--- src/rtl/cache_ctrl_pkg.sv ---
// ============================================================================
// Module      : cache_ctrl_pkg
// Description : Shared state encoding, output bundle and helpers for the
//               N-way write-back cache controller.
// Revision    : 1.0 - initial release
// ============================================================================
`default_nettype none

package cache_ctrl_pkg;

    typedef enum logic [2:0] {
        IDLE   = 3'd0,
        LOOKUP = 3'd1,
        HIT    = 3'd2,
        WT_WR  = 3'd3,
        WB     = 3'd4,
        REFILL = 3'd5,
        FILL   = 3'd6,
        DONE   = 3'd7
    } state_e;

    typedef struct packed {
        logic cpu_ready;
        logic mem_access;
        logic mem_read;
        logic mem_write;
        logic write_cache;
        logic fill_sel;
        logic write_tag;
        logic write_lru;
        logic write_line;
        logic set_dirty;
        logic clr_dirty;
    } ctrl_out_t;

    function automatic int beat_w(input int lw);
        return (lw > 1) ? $clog2(lw) : 1;
    endfunction

    // Moore strobes for a state; the REFILL data strobe is added outside
    // because it follows mem_ready within the cycle.
    function automatic ctrl_out_t decode_state(input state_e s,
                                               input logic   req_write,
                                               input logic   wb_mode);
        ctrl_out_t o;
        o = '0;
        case (s)
            IDLE, DONE: begin
                o.cpu_ready = 1'b1;
            end
            HIT: begin
                o.cpu_ready   = 1'b1;
                o.write_lru   = 1'b1;
                o.write_line  = 1'b1;
                o.write_cache = req_write;
                o.set_dirty   = req_write & wb_mode;
            end
            WT_WR, WB: begin
                o.mem_access = 1'b1;
                o.mem_write  = 1'b1;
            end
            REFILL: begin
                o.mem_access = 1'b1;
                o.mem_read   = 1'b1;
                o.fill_sel   = 1'b1;
            end
            FILL: begin
                o.cpu_ready   = 1'b1;
                o.write_tag   = 1'b1;
                o.write_lru   = 1'b1;
                o.write_line  = 1'b1;
                o.write_cache = req_write & wb_mode;
                o.set_dirty   = req_write & wb_mode;
                o.clr_dirty   = ~(req_write & wb_mode);
            end
            default: begin
                o = '0;
            end
        endcase
        return o;
    endfunction

endpackage

`default_nettype wire

--- src/rtl/cache_beat_counter.sv ---
// ============================================================================
// Module      : cache_beat_counter
// Description : Beat index counter for multi-beat line transfers, wrapping
//               to zero after the last beat.
// Revision    : 1.0 - initial release
// ============================================================================
`default_nettype none

module cache_beat_counter
    import cache_ctrl_pkg::*;
#(
    parameter int LINE_WORDS = 4,
    localparam int BEAT_W    = beat_w(LINE_WORDS)
) (
    input  logic              clk,
    input  logic              rst,
    input  logic              clr_i,
    input  logic              en_i,
    output logic [BEAT_W-1:0] cnt_o,
    output logic              last_o
);

    localparam logic [BEAT_W-1:0] C_LAST = BEAT_W'(LINE_WORDS - 1);

    logic [BEAT_W-1:0] cnt_q;
    logic [BEAT_W-1:0] cnt_d;

    // With a single-word line C_LAST is 0, so the count never leaves 0.
    always_comb begin
        cnt_d = cnt_q;
        if (clr_i) begin
            cnt_d = '0;
        end else if (en_i) begin
            cnt_d = (cnt_q == C_LAST) ? '0 : cnt_q + BEAT_W'(1);
        end
    end

    always_ff @(posedge clk) begin
        if (rst) begin
            cnt_q <= '0;
        end else begin
            cnt_q <= cnt_d;
        end
    end

    assign cnt_o  = cnt_q;
    assign last_o = (cnt_q == C_LAST);

endmodule

`default_nettype wire

--- src/rtl/cache_ctrl_nway_wb.sv ---
// ============================================================================
// Module      : cache_ctrl_nway_wb
// Description : N-way set-associative cache controller FSM with multi-beat
//               refill/writeback and selectable write-back or write-through.
//               Define CACHE_CTRL_STATS_EN to add hit/miss/writeback counters.
// Revision    : 1.0 - initial release
// ============================================================================
`default_nettype none

module cache_ctrl_nway_wb
    import cache_ctrl_pkg::*;
#(
    parameter int WAYS       = 2,
    parameter int LINE_WORDS = 4,
    parameter int WRITE_BACK = 1,
    localparam int BEAT_W    = beat_w(LINE_WORDS)
) (
    input  logic              clk,
    input  logic              rst,
    input  logic              cpu_access,
    input  logic              cpu_read,
    input  logic              cpu_write,
    input  logic              hit,
    input  logic              victim_dirty,
    input  logic              mem_ready,
    output logic              cpu_ready,
    output logic              mem_access,
    output logic              mem_read,
    output logic              mem_write,
    output logic [BEAT_W-1:0] beat_idx,
    output logic              write_cache,
    output logic              fill_sel,
    output logic              write_tag,
    output logic              write_lru,
    output logic              write_line,
    output logic              set_dirty,
    output logic              clr_dirty
`ifdef CACHE_CTRL_STATS_EN
    ,
    output logic [31:0]       hit_count,
    output logic [31:0]       miss_count,
    output logic [31:0]       wb_count
`endif
);

    localparam logic C_WB_MODE = (WRITE_BACK != 0);

    generate
        if (WAYS < 2 || LINE_WORDS < 1 || (LINE_WORDS & (LINE_WORDS - 1)) != 0) begin : g_bad_param
            $error("cache_ctrl_nway_wb: WAYS must be >= 2 and LINE_WORDS a power of 2");
        end
    endgenerate

    state_e    state_q, state_d;
    logic      req_write_q, req_write_d;
    logic      req_hit_q, req_hit_d;
    ctrl_out_t out_q, out_d;

    logic      w_cnt_en;
    logic      w_cnt_clr;
    logic      w_cnt_last;
    logic      w_lookup_exit;

    cache_beat_counter #(
        .LINE_WORDS (LINE_WORDS)
    ) u_beat_counter (
        .clk    (clk),
        .rst    (rst),
        .clr_i  (w_cnt_clr),
        .en_i   (w_cnt_en),
        .cnt_o  (beat_idx),
        .last_o (w_cnt_last)
    );

    // Idle clear keeps the count aligned even if a transfer is ever abandoned.
    assign w_cnt_clr     = (state_q == IDLE);
    assign w_lookup_exit = (state_q == LOOKUP) && (cpu_read || cpu_write);

    always_comb begin
        state_d     = state_q;
        req_write_d = req_write_q;
        req_hit_d   = req_hit_q;
        w_cnt_en    = 1'b0;
        case (state_q)
            IDLE: begin
                if (cpu_access) state_d = LOOKUP;
            end
            LOOKUP: begin
                if (w_lookup_exit) begin
                    req_write_d = cpu_write & ~cpu_read;
                    req_hit_d   = hit;
                    if (hit) begin
                        state_d = (cpu_read || C_WB_MODE) ? HIT : WT_WR;
                    end else if (!C_WB_MODE && !cpu_read) begin
                        state_d = WT_WR;
                    end else if (C_WB_MODE && victim_dirty) begin
                        state_d = WB;
                    end else begin
                        state_d = REFILL;
                    end
                end
            end
            HIT, FILL, DONE: begin
                state_d = IDLE;
            end
            WT_WR: begin
                if (mem_ready) state_d = req_hit_q ? HIT : DONE;
            end
            WB: begin
                w_cnt_en = mem_ready;
                if (mem_ready && w_cnt_last) state_d = REFILL;
            end
            REFILL: begin
                w_cnt_en = mem_ready;
                if (mem_ready && w_cnt_last) state_d = FILL;
            end
            default: begin
                state_d = IDLE;
            end
        endcase
        out_d = decode_state(state_d, req_write_d, C_WB_MODE);
    end

    always_ff @(posedge clk) begin
        if (rst) begin
            state_q     <= IDLE;
            req_write_q <= 1'b0;
            req_hit_q   <= 1'b0;
            out_q       <= decode_state(IDLE, 1'b0, C_WB_MODE);
        end else begin
            state_q     <= state_d;
            req_write_q <= req_write_d;
            req_hit_q   <= req_hit_d;
            out_q       <= out_d;
        end
    end

    assign cpu_ready   = out_q.cpu_ready;
    assign mem_access  = out_q.mem_access;
    assign mem_read    = out_q.mem_read;
    assign mem_write   = out_q.mem_write;
    assign write_cache = out_q.write_cache | ((state_q == REFILL) & mem_ready);
    assign fill_sel    = out_q.fill_sel;
    assign write_tag   = out_q.write_tag;
    assign write_lru   = out_q.write_lru;
    assign write_line  = out_q.write_line;
    assign set_dirty   = out_q.set_dirty;
    assign clr_dirty   = out_q.clr_dirty;

`ifdef CACHE_CTRL_STATS_EN
    logic [31:0] hit_count_q, miss_count_q, wb_count_q;

    always_ff @(posedge clk) begin
        if (rst) begin
            hit_count_q  <= '0;
            miss_count_q <= '0;
            wb_count_q   <= '0;
        end else begin
            if (w_lookup_exit && hit)  hit_count_q  <= hit_count_q + 32'd1;
            if (w_lookup_exit && !hit) miss_count_q <= miss_count_q + 32'd1;
            if (w_lookup_exit && state_d == WB) wb_count_q <= wb_count_q + 32'd1;
        end
    end

    assign hit_count  = hit_count_q;
    assign miss_count = miss_count_q;
    assign wb_count   = wb_count_q;
`endif

endmodule

`default_nettype wire

--- config.mk ---
export PLATFORM = sky130hd
export DESIGN_NAME = cache_ctrl_nway_wb
export DESIGN_NICKNAME = d
export VERILOG_FILES = /design/src/rtl/cache_ctrl_pkg.sv /design/src/rtl/cache_beat_counter.sv /design/src/rtl/cache_ctrl_nway_wb.sv
export SDC_FILE = /design/constraint.sdc
export NUM_CORES = 1
export LEC_CHECK = 0
export BUFFER_PORTS_ARGS = -buffer_cell sky130_fd_sc_hd__buf_4
export CORE_UTILIZATION = 30
export CTS_CLUSTER_SIZE = 16
export DETAILED_ROUTE_END_ITERATION = 10
export GPL_TIMING_DRIVEN = 0
export HOLD_SLACK_MARGIN = 0.1
export PLACE_DENSITY_LB_ADDON = 0.1
export RECOVER_POWER = 100
export SKIP_LAST_GASP = 1
export SYNTH_ARGS = -nofsm -noshare
export SYNTH_HDL_FRONTEND = slang
export SYNTH_SLANG_ARGS = --single-unit
--- constraint.sdc ---
create_clock -name clk -period 1.5 [get_ports clk]
set_input_delay 0.3 -clock clk [delete_from_list [all_inputs] [get_ports clk]]
set_output_delay 0.3 -clock clk [all_outputs]
set_load 0.005 [all_outputs]
==> summary.md, run 1 <==
| Metric | Value |
|---|---|
| Crit Path Class | `flip-flop to flip-flop` |
| Worst Tran Pin Value | `approximately 460 ps` |
| CTS Buf Count | `3` |
| # setup viols final | `4` |
| ANT cells | `0` |
| CP required | `1710 ps` |
| Final Hold Vio Count | `0` |
| DR WL/cell | `approximately 12 µm` |
| Critical path peak fanout | `4` |
| I/O Buffers | `20` |
| CTS tree | `yes` |
| Share of layout cells above drive strength 1 | `~50%` |
| Syn nets | `84` |
| Synth warn | `0` |
| FF+latch count, synth | `15` |
| Seq pwr share | `53.0%` |
| Startpoint Class | `flip-flop` |
| Hpwl dp | `about 1100 µm` |
| RePlAce Congestion | `0.772` |
| Antenna violations before repair | `0` |
| Dpl ws | `-187 ps` |
| Global-route wire length before repair | `around 2500 µm` |
| Syn Inst Count | `between 70 and 80` |
| Final worst setup slack | `-77.3 ps` |
| Netlist cell types | `38` |
| Htree depth | `1` |
| Clk pin slew, worst setup/hold paths | `~80 ps` |
| Iter 0 DRT Violations | `10` |
| VDD IR max | `0.479 mV` |
| Pleak | `about 0.43 nW` |
| First-pass DRT Iterations | `4` |
| Final core occ | `about 46%` |
| Power density over cell area | `787 nW/µm²` |
| Initial Util | `a little under a third` |
| Setup TNS | `-85.4 ps` |
| Fmax | `about 0.63 GHz` |
| DRC errors left | `0` |
| Hold crit path type | `primary input to flip-flop` |
| Run status | `finished, violations left` |
| Number of I/O pins | `21` |
| Core ar. | `2210 µm²` |
| Routed vias/inst | `between 4 and 5` |
| Post-synth ARST share | `0%` |
| Met1 WL | `approximately 660 µm` |
| RSZ-0062 raised after global routing | `true` |
| Root buf cell | `clkbuf_4` |
| Switching share of power | `25.5%` |
| Arrival time worst endpoint | `~1800 ps` |
| Final Max Tran Viols | `0` |
| Die ar. | `~2500 µm²` |
| Fin crit share | `105%` |
| Top post-synthesis cells by count | `dfxtp_1, nor2_1, a21oi_1, nand2_1, o21ai_0` |
| Combinational power share | `a little under a fifth` |
| Synth top area share | `~43%` |
| Hold Path Cell Cnt | `3` |
| Vias in the first global route | `around 600` |
| Internal power | `between 0.5 and 0.6 mW` |
| Max Used Layer | `met4` |
| Final setup skew | `between 6 and 7 ps` |
| Nets | `around 120` |
| Final WL | `1560 µm` |
| FF-to-FF path depth | `6` |
| Switch Pwr | `0.205 mW` |
| Seq/Total Area, Yosys | `42.9%` |
| Routed vias | `about 650` |
| Most used DFF post-synth | `dfxtp_1` |
| CP Capture Type | `flip-flop` |
| Die Height | `between 50 and 60 µm` |
| Total track usage | `roughly 14%` |
| Clock network power share | `approximately 28%` |
| Avg Cell Area, Syn | `around 9.3 µm²` |
| Post-synth EDFFs | `0` |
| DRT antenna net count | `0` |
| Met2 wire length | `812 µm` |
| Largest net degree at the start of global routing | `11` |
| Row cnt | `17` |
| Post-layout min period | `roughly 1600 ps` |
| Area growth, synth to finish | `45.8%` |
| Failing checks | `setup timing` |
| Sink Count | `15` |
| Synth area leaders | `dfxtp_1, a21oi_1, nor2_1` |
| Die X | `50.3 µm` |
| Max_cap viols | `0` |
| Most frequent cell after synthesis | `dfxtp_1` |
| Max_slew headroom | `between 60% and 70%` |
| Post-Syn Area | `between 600 and 700 µm²` |
| GR Overflow Total | `0` |
| WL met3 | `62 µm` |
| Clock Path Buffers | `2` |
| Latest clock arrival within the worst-skew pair | `280 ps` |
| Area leader, netlist | `dfxtp_1` |
==> cell families (layout without fill, tap and decap cells) <==
logic type	count (synthesis)	count (layout)	synth area share [%]
compound gates	23	23	24.7
fa+ha+maj	1	1	1.79
buf+inv	6	38	4.47
flops	15	15	42.9
mux	1	1	1.43
simple gates	29	29	24.7
==> sequential cells by signal, indices dropped and copies added (netlist names) <==
register              flops
clr_dirty                 1
set_dirty                 1
cpu_ready                 1
write_lru                 1
mem_access                1
state_q                   3
req_hit_q                 1
mem_write                 1
write_tag                 1
u_beat_counter.cnt_o      2
req_write_q               1
fill_sel                  1
==> layout make-up <==
cell class | instances | area (µm²)
clock buffer | 4 | 26.3
buffer | 3 | 18.8
tap | 28 | 35.0
inverter | 2 | 7.51
timing repair buffer | 29 | 218
fill | 230 | 1190
sequential | 15 | 317
multi-input combinational | 54 | 398
==> worst max-delay path, cell delays in order (launching register included) <==
cell      delay (ps)
dfxtp_4          360
ha_4             130
a21boi_2          50
and3b_1          180
or2_1            240
a2111o_1         360
nor3b_2          180
==> per-stage QoR <==
step | power (mW) | area, µm² | std cells | hold WS [ps]
2_1_floorplan | 0.516 | 709 | 75 | 447
3_3_place_gp | 0.571 | 895 | 123 | 470
3_5_place_dp | 0.571 | 895 | 123 | 472
4_1_cts | 0.804 | 972 | 131 | 286
5_1_grt | 0.849 | 1020 | 135 | 327
6_report | 0.803 | 1020 | 135 | 298
==> layout by cell type, fill, tap and decap left out, drive strengths merged, types with 2 or more instances in the layout <==
cell / netlist / layout
buf: 3 / 20
clkbuf: 1 / 16
dfxtp: 15 / 15
nor2: 8 / 8
a21oi: 6 / 6
nand2: 4 / 4
o21ai: 4 / 4
or2: 3 / 3
nor3b: 3 / 3
nor3: 2 / 2
inv: 2 / 2
nand2b: 2 / 2
o32ai: 2 / 2
==> power by group through the flow <==
stage,clock network (mW),registers [mW],logic [mW]
6_report,0.226,0.426,0.151
5_1_grt,0.253,0.429,0.168
4_1_cts,0.239,0.426,0.139
3_5_place_dp,0,0.438,0.133
3_3_place_gp,0,0.437,0.134
2_1_floorplan,0,0.436,0.0803
==> timing repair <==
item | 4_1_cts | 5_1_grt
setup buffers | 4 | 5
resized for setup | 10 | 7
hold buffers | 0 | 0
cloned | 0 | 0
pin swaps | 4 | 7
endpoints found under the setup margin | 9 | 8
==> routing by layer <==
layer / vias to the layer above / GRT usage [%]
met5: - / 0
met4: 0 / 4.29
met3: 5 / 6.36
met2: 11 / 25.8
met1: 299 / 13.5
li1: 332 / -
==> worst paths after layout <==
path / slack (ps) / endpoint / from
max: -80 / clr_dirty / u_beat_counter.cnt_o[0]
min: 300 / req_hit_q / hit
max reg2reg: -80 / clr_dirty / u_beat_counter.cnt_o[0]
min reg2reg: 550 / req_hit_q / req_hit_q
(Power assumes the default switching activity.)
==> inputs of run 2 (changes only) <==
Settings changed: BUFFER_PORTS_ARGS -buffer_cell sky130_fd_sc_hd__buf_4 to default, CORE_MARGIN from default to 2, CTS_BUF_LIST from default to sky130_fd_sc_hd__clkbuf_8, DONT_BUFFER_PORTS from default to 1.
==> summary.md, run 2 (synthesis gave the netlist of run 1 again) <==
| Metric | Value |
|---|---|
| Routed vias | `541 (was 647)` |
| Slowest-stage cell, CP | `dfxtp_4 (unchanged)` |
| Area growth, synth to finish | `19.3% (was 45.8%)` |
| GR Overflow Total | `0 (unchanged)` |
| Critical path's largest stage delay | `360 ps (about the same)` |
| Worst Tran Pin Value | `418 ps (was 459 ps)` |
| Arrival time worst endpoint | `1780 ps (was 1790 ps)` |
| Cell Chain, Critical Path | `ha_4, a21boi_4, o32ai_2, or2_1, a2111o_1, nor3b_2 (was ha_4, a21boi_2, and3b_1, or2_1, a2111o_1, nor3b_2)` |
| Clock Path Buffers | `2 (unchanged)` |
| Global-route wire length before repair | `2330 µm (was 2520 µm)` |
| Vias in the first global route | `532 (was 601)` |
| DR WL/cell | `13.0 µm (was 11.5 µm)` |
| Latest clock arrival within the worst-skew pair | `240 ps (was 280 ps)` |
| Iter 0 DRT Violations | `4 (was 10)` |
| R2R Path End | `clr_dirty (unchanged)` |
| Htree depth | `1 (unchanged)` |
| CP Capture Type | `flip-flop (unchanged)` |
| Fin crit share | `107% (was 105%)` |
| Root buf cell | `clkbuf_8 (was clkbuf_4)` |
| FF-to-FF path depth | `6 (unchanged)` |
| Reg with most FFs | `state_q (unchanged)` |
| Die X | `52.3 µm (was 50.3 µm)` |
| Failing checks | `setup timing (unchanged)` |
| Sink Count | `15 (unchanged)` |
| Post-layout min period | `1600 ps (was 1580 ps)` |
| Max reg flops | `3 (unchanged)` |
| Switch Pwr | `0.193 mW (was 0.205 mW)` |
| Multi-input logic area | `402 µm² (was 398 µm²)` |
| Switching share of power | `22.9% (was 25.5%)` |
| Critical path peak fanout | `4 (unchanged)` |
| Power, Total | `0.842 mW (was 0.803 mW)` |
| RSZ-0062 raised after global routing | `true (unchanged)` |
| Layout Cells excl Fill | `108 (was 135)` |
| Hpwl dp | `1070 µm (was 1090 µm)` |
| Final WL | `1410 µm (was 1560 µm)` |
| Worst Hold Launch | `mem_ready (was hit)` |
| Largest net degree at the start of global routing | `11 (unchanged)` |
| Share of layout cells above drive strength 1 | `28.7% (was 49.5%)` |
| Pleak | `0.302 nW (was 0.427 nW)` |
| Final worst setup slack | `-102 ps (was -77.3 ps)` |
| Hold crit path type | `primary input to flip-flop (unchanged)` |
| CP required | `1680 ps (was 1710 ps)` |
| Die Height | `52.3 µm (was 50.3 µm)` |
| Routed vias/inst | `5.01 (was 4.79)` |
| Row cnt | `17 (unchanged)` |
| Core ar. | `2210 µm² (unchanged)` |
| Final Hold Vio Count | `0 (unchanged)` |
| Final setup skew | `0.745 ps (was 6.51 ps)` |
| Max_cap viols | `0 (unchanged)` |
| CTS Buf Count | `3 (unchanged)` |
| First-pass DRT Iterations | `4 (unchanged)` |
| Final core occ | `37.7% (was 46.1%)` |
| Worst R2R Start | `u_beat_counter.cnt_o[0] (unchanged)` |
| Startpoint Class | `flip-flop (unchanged)` |
| Antenna violations before repair | `0 (unchanged)` |
| Fmax | `0.624 GHz (was 0.634 GHz)` |
| RePlAce Congestion | `0.708 (was 0.772)` |
| Register area | `308 µm² (was 317 µm²)` |
| Register-to-Register Setup Slack | `-100 ps (was -80 ps)` |
| DRT antenna net count | `0 (unchanged)` |
| Initial Util | `31.6% (unchanged)` |
| Number of I/O pins | `21 (unchanged)` |
| Clock network power share | `36.6% (was 28.2%)` |
| Power density over cell area | `1010 nW/µm² (was 787 nW/µm²)` |
| Combinational power share | `12.3% (was 18.8%)` |
| Internal power | `0.649 mW (was 0.598 mW)` |
| Worst hold slack | `204 ps (was 298 ps)` |
| CTS tree | `yes (unchanged)` |
| Run status | `finished, violations left (unchanged)` |
| Placed insts | `103 (was 123)` |
| I/O Buffers | `0 (was 20)` |
| VDD IR max | `0.533 mV (was 0.479 mV)` |
| Clk pin slew, worst setup/hold paths | `50 ps (was 80 ps)` |
| Die ar. | `2730 µm² (was 2530 µm²)` |
| DRC errors left | `0 (unchanged)` |
| Crit path from | `u_beat_counter.cnt_o[0] (unchanged)` |
| Crit Path Class | `flip-flop to flip-flop (unchanged)` |
| Setup TNS | `-222 ps (was -85.4 ps)` |
| # setup viols final | `3 (was 4)` |
| Fillers | `239 (was 230)` |
| Leading cell type in the layout, fill and taps excluded | `dfxtp_1 (was buf_4)` |
| Commonest non-fill, non-tap cells in the layout | `dfxtp_1, nor2_1, a21oi_1, nand2_1 (was buf_4, clkbuf_4, dfxtp_1, nor2_1, a21oi_1)` |
| Hold Path Cell Cnt | `2 (was 3)` |
| Total track usage | `11.8% (was 13.9%)` |
| Seq pwr share | `51.1% (was 53.0%)` |
| Final Max Tran Viols | `0 (unchanged)` |
| Nets | `90 (was 117)` |
| ANT cells | `0 (unchanged)` |
| Hold endpoint | `u_beat_counter.cnt_o[1] (was req_hit_q)` |
| Max_slew headroom | `71.8% (was 69.4%)` |
==> run 2: cell types whose count changed in the layout (fill, tap and decap cells not counted), sizes merged <==
cell / delta
inv: +1
clkbuf: -10
buf: -18
==> run 2: worst max-delay path by stage <==
stage,end,cells past startpoint
after floorplan,clr_dirty,6
after global placement,clr_dirty,6
after detailed placement,clr_dirty,6
after CTS,clr_dirty,6
after global routing,clr_dirty,6
final,clr_dirty,6
==> run 2: what timing repair did <==
item	in CTS	in global routing
pin swaps	1	2
endpoints found under the setup margin	8	7
setup buffers	1	0
hold buffers	0	0
gates resized for setup	8	2
==> run 2: worst max-delay path: cells and delay by family, from the launching register on <==
| kind | cells | cell delay [ps] |
|---|---|---|
| adder cells (fa/ha/maj) | 1 | 170 |
| flip-flops | 1 | 360 |
| AND/OR/NAND/NOR | 2 | 420 |
| AO/OA/AOI/OAI | 3 | 580 |
==> run 2: power by group through the flow <==
stage / registers, mW / clock network, mW / logic (mW)
floorplan: 0.436 / 0 / 0.0803
global placement: 0.440 / 0 / 0.0964
detailed placement: 0.440 / 0 / 0.0953
CTS: 0.430 / 0.320 / 0.101
global route: 0.432 / 0.342 / 0.115
finish: 0.430 / 0.308 / 0.103
==> run 2: routing by layer <==
metal / routed length, µm / GRT usage [%] / part of all wire [%] / vias to the layer above
met5: 0 / 0 / 0 / -
li1: - / - / - / 278
met4: 8 / 2.56 / 0.57 / 0
met2: 686 / 20.0 / 49 / 11
met1: 641 / 13.4 / 46 / 250
met3: 71 / 5.43 / 5.0 / 2
==> run 2: area by class of cell <==
type | count | share of cell area [%]
clock inverter | 1 | 0.450
tap | 28 | 4.20
buffer | 4 | 3.60
clock buffer | 3 | 4.95
inverter | 2 | 0.900
multi-input combinational | 54 | 48.1
sequential | 15 | 36.9
timing repair buffer | 1 | 0.900
==> run 2: through the flow <==
stage | cell area [µm²] | setup WS [ps]
6_report | 835 | -102
2_1_floorplan | 709 | -45.0
5_1_grt | 835 | -192
3_5_place_dp | 744 | -191
3_3_place_gp | 744 | -199
4_1_cts | 820 | -95.0
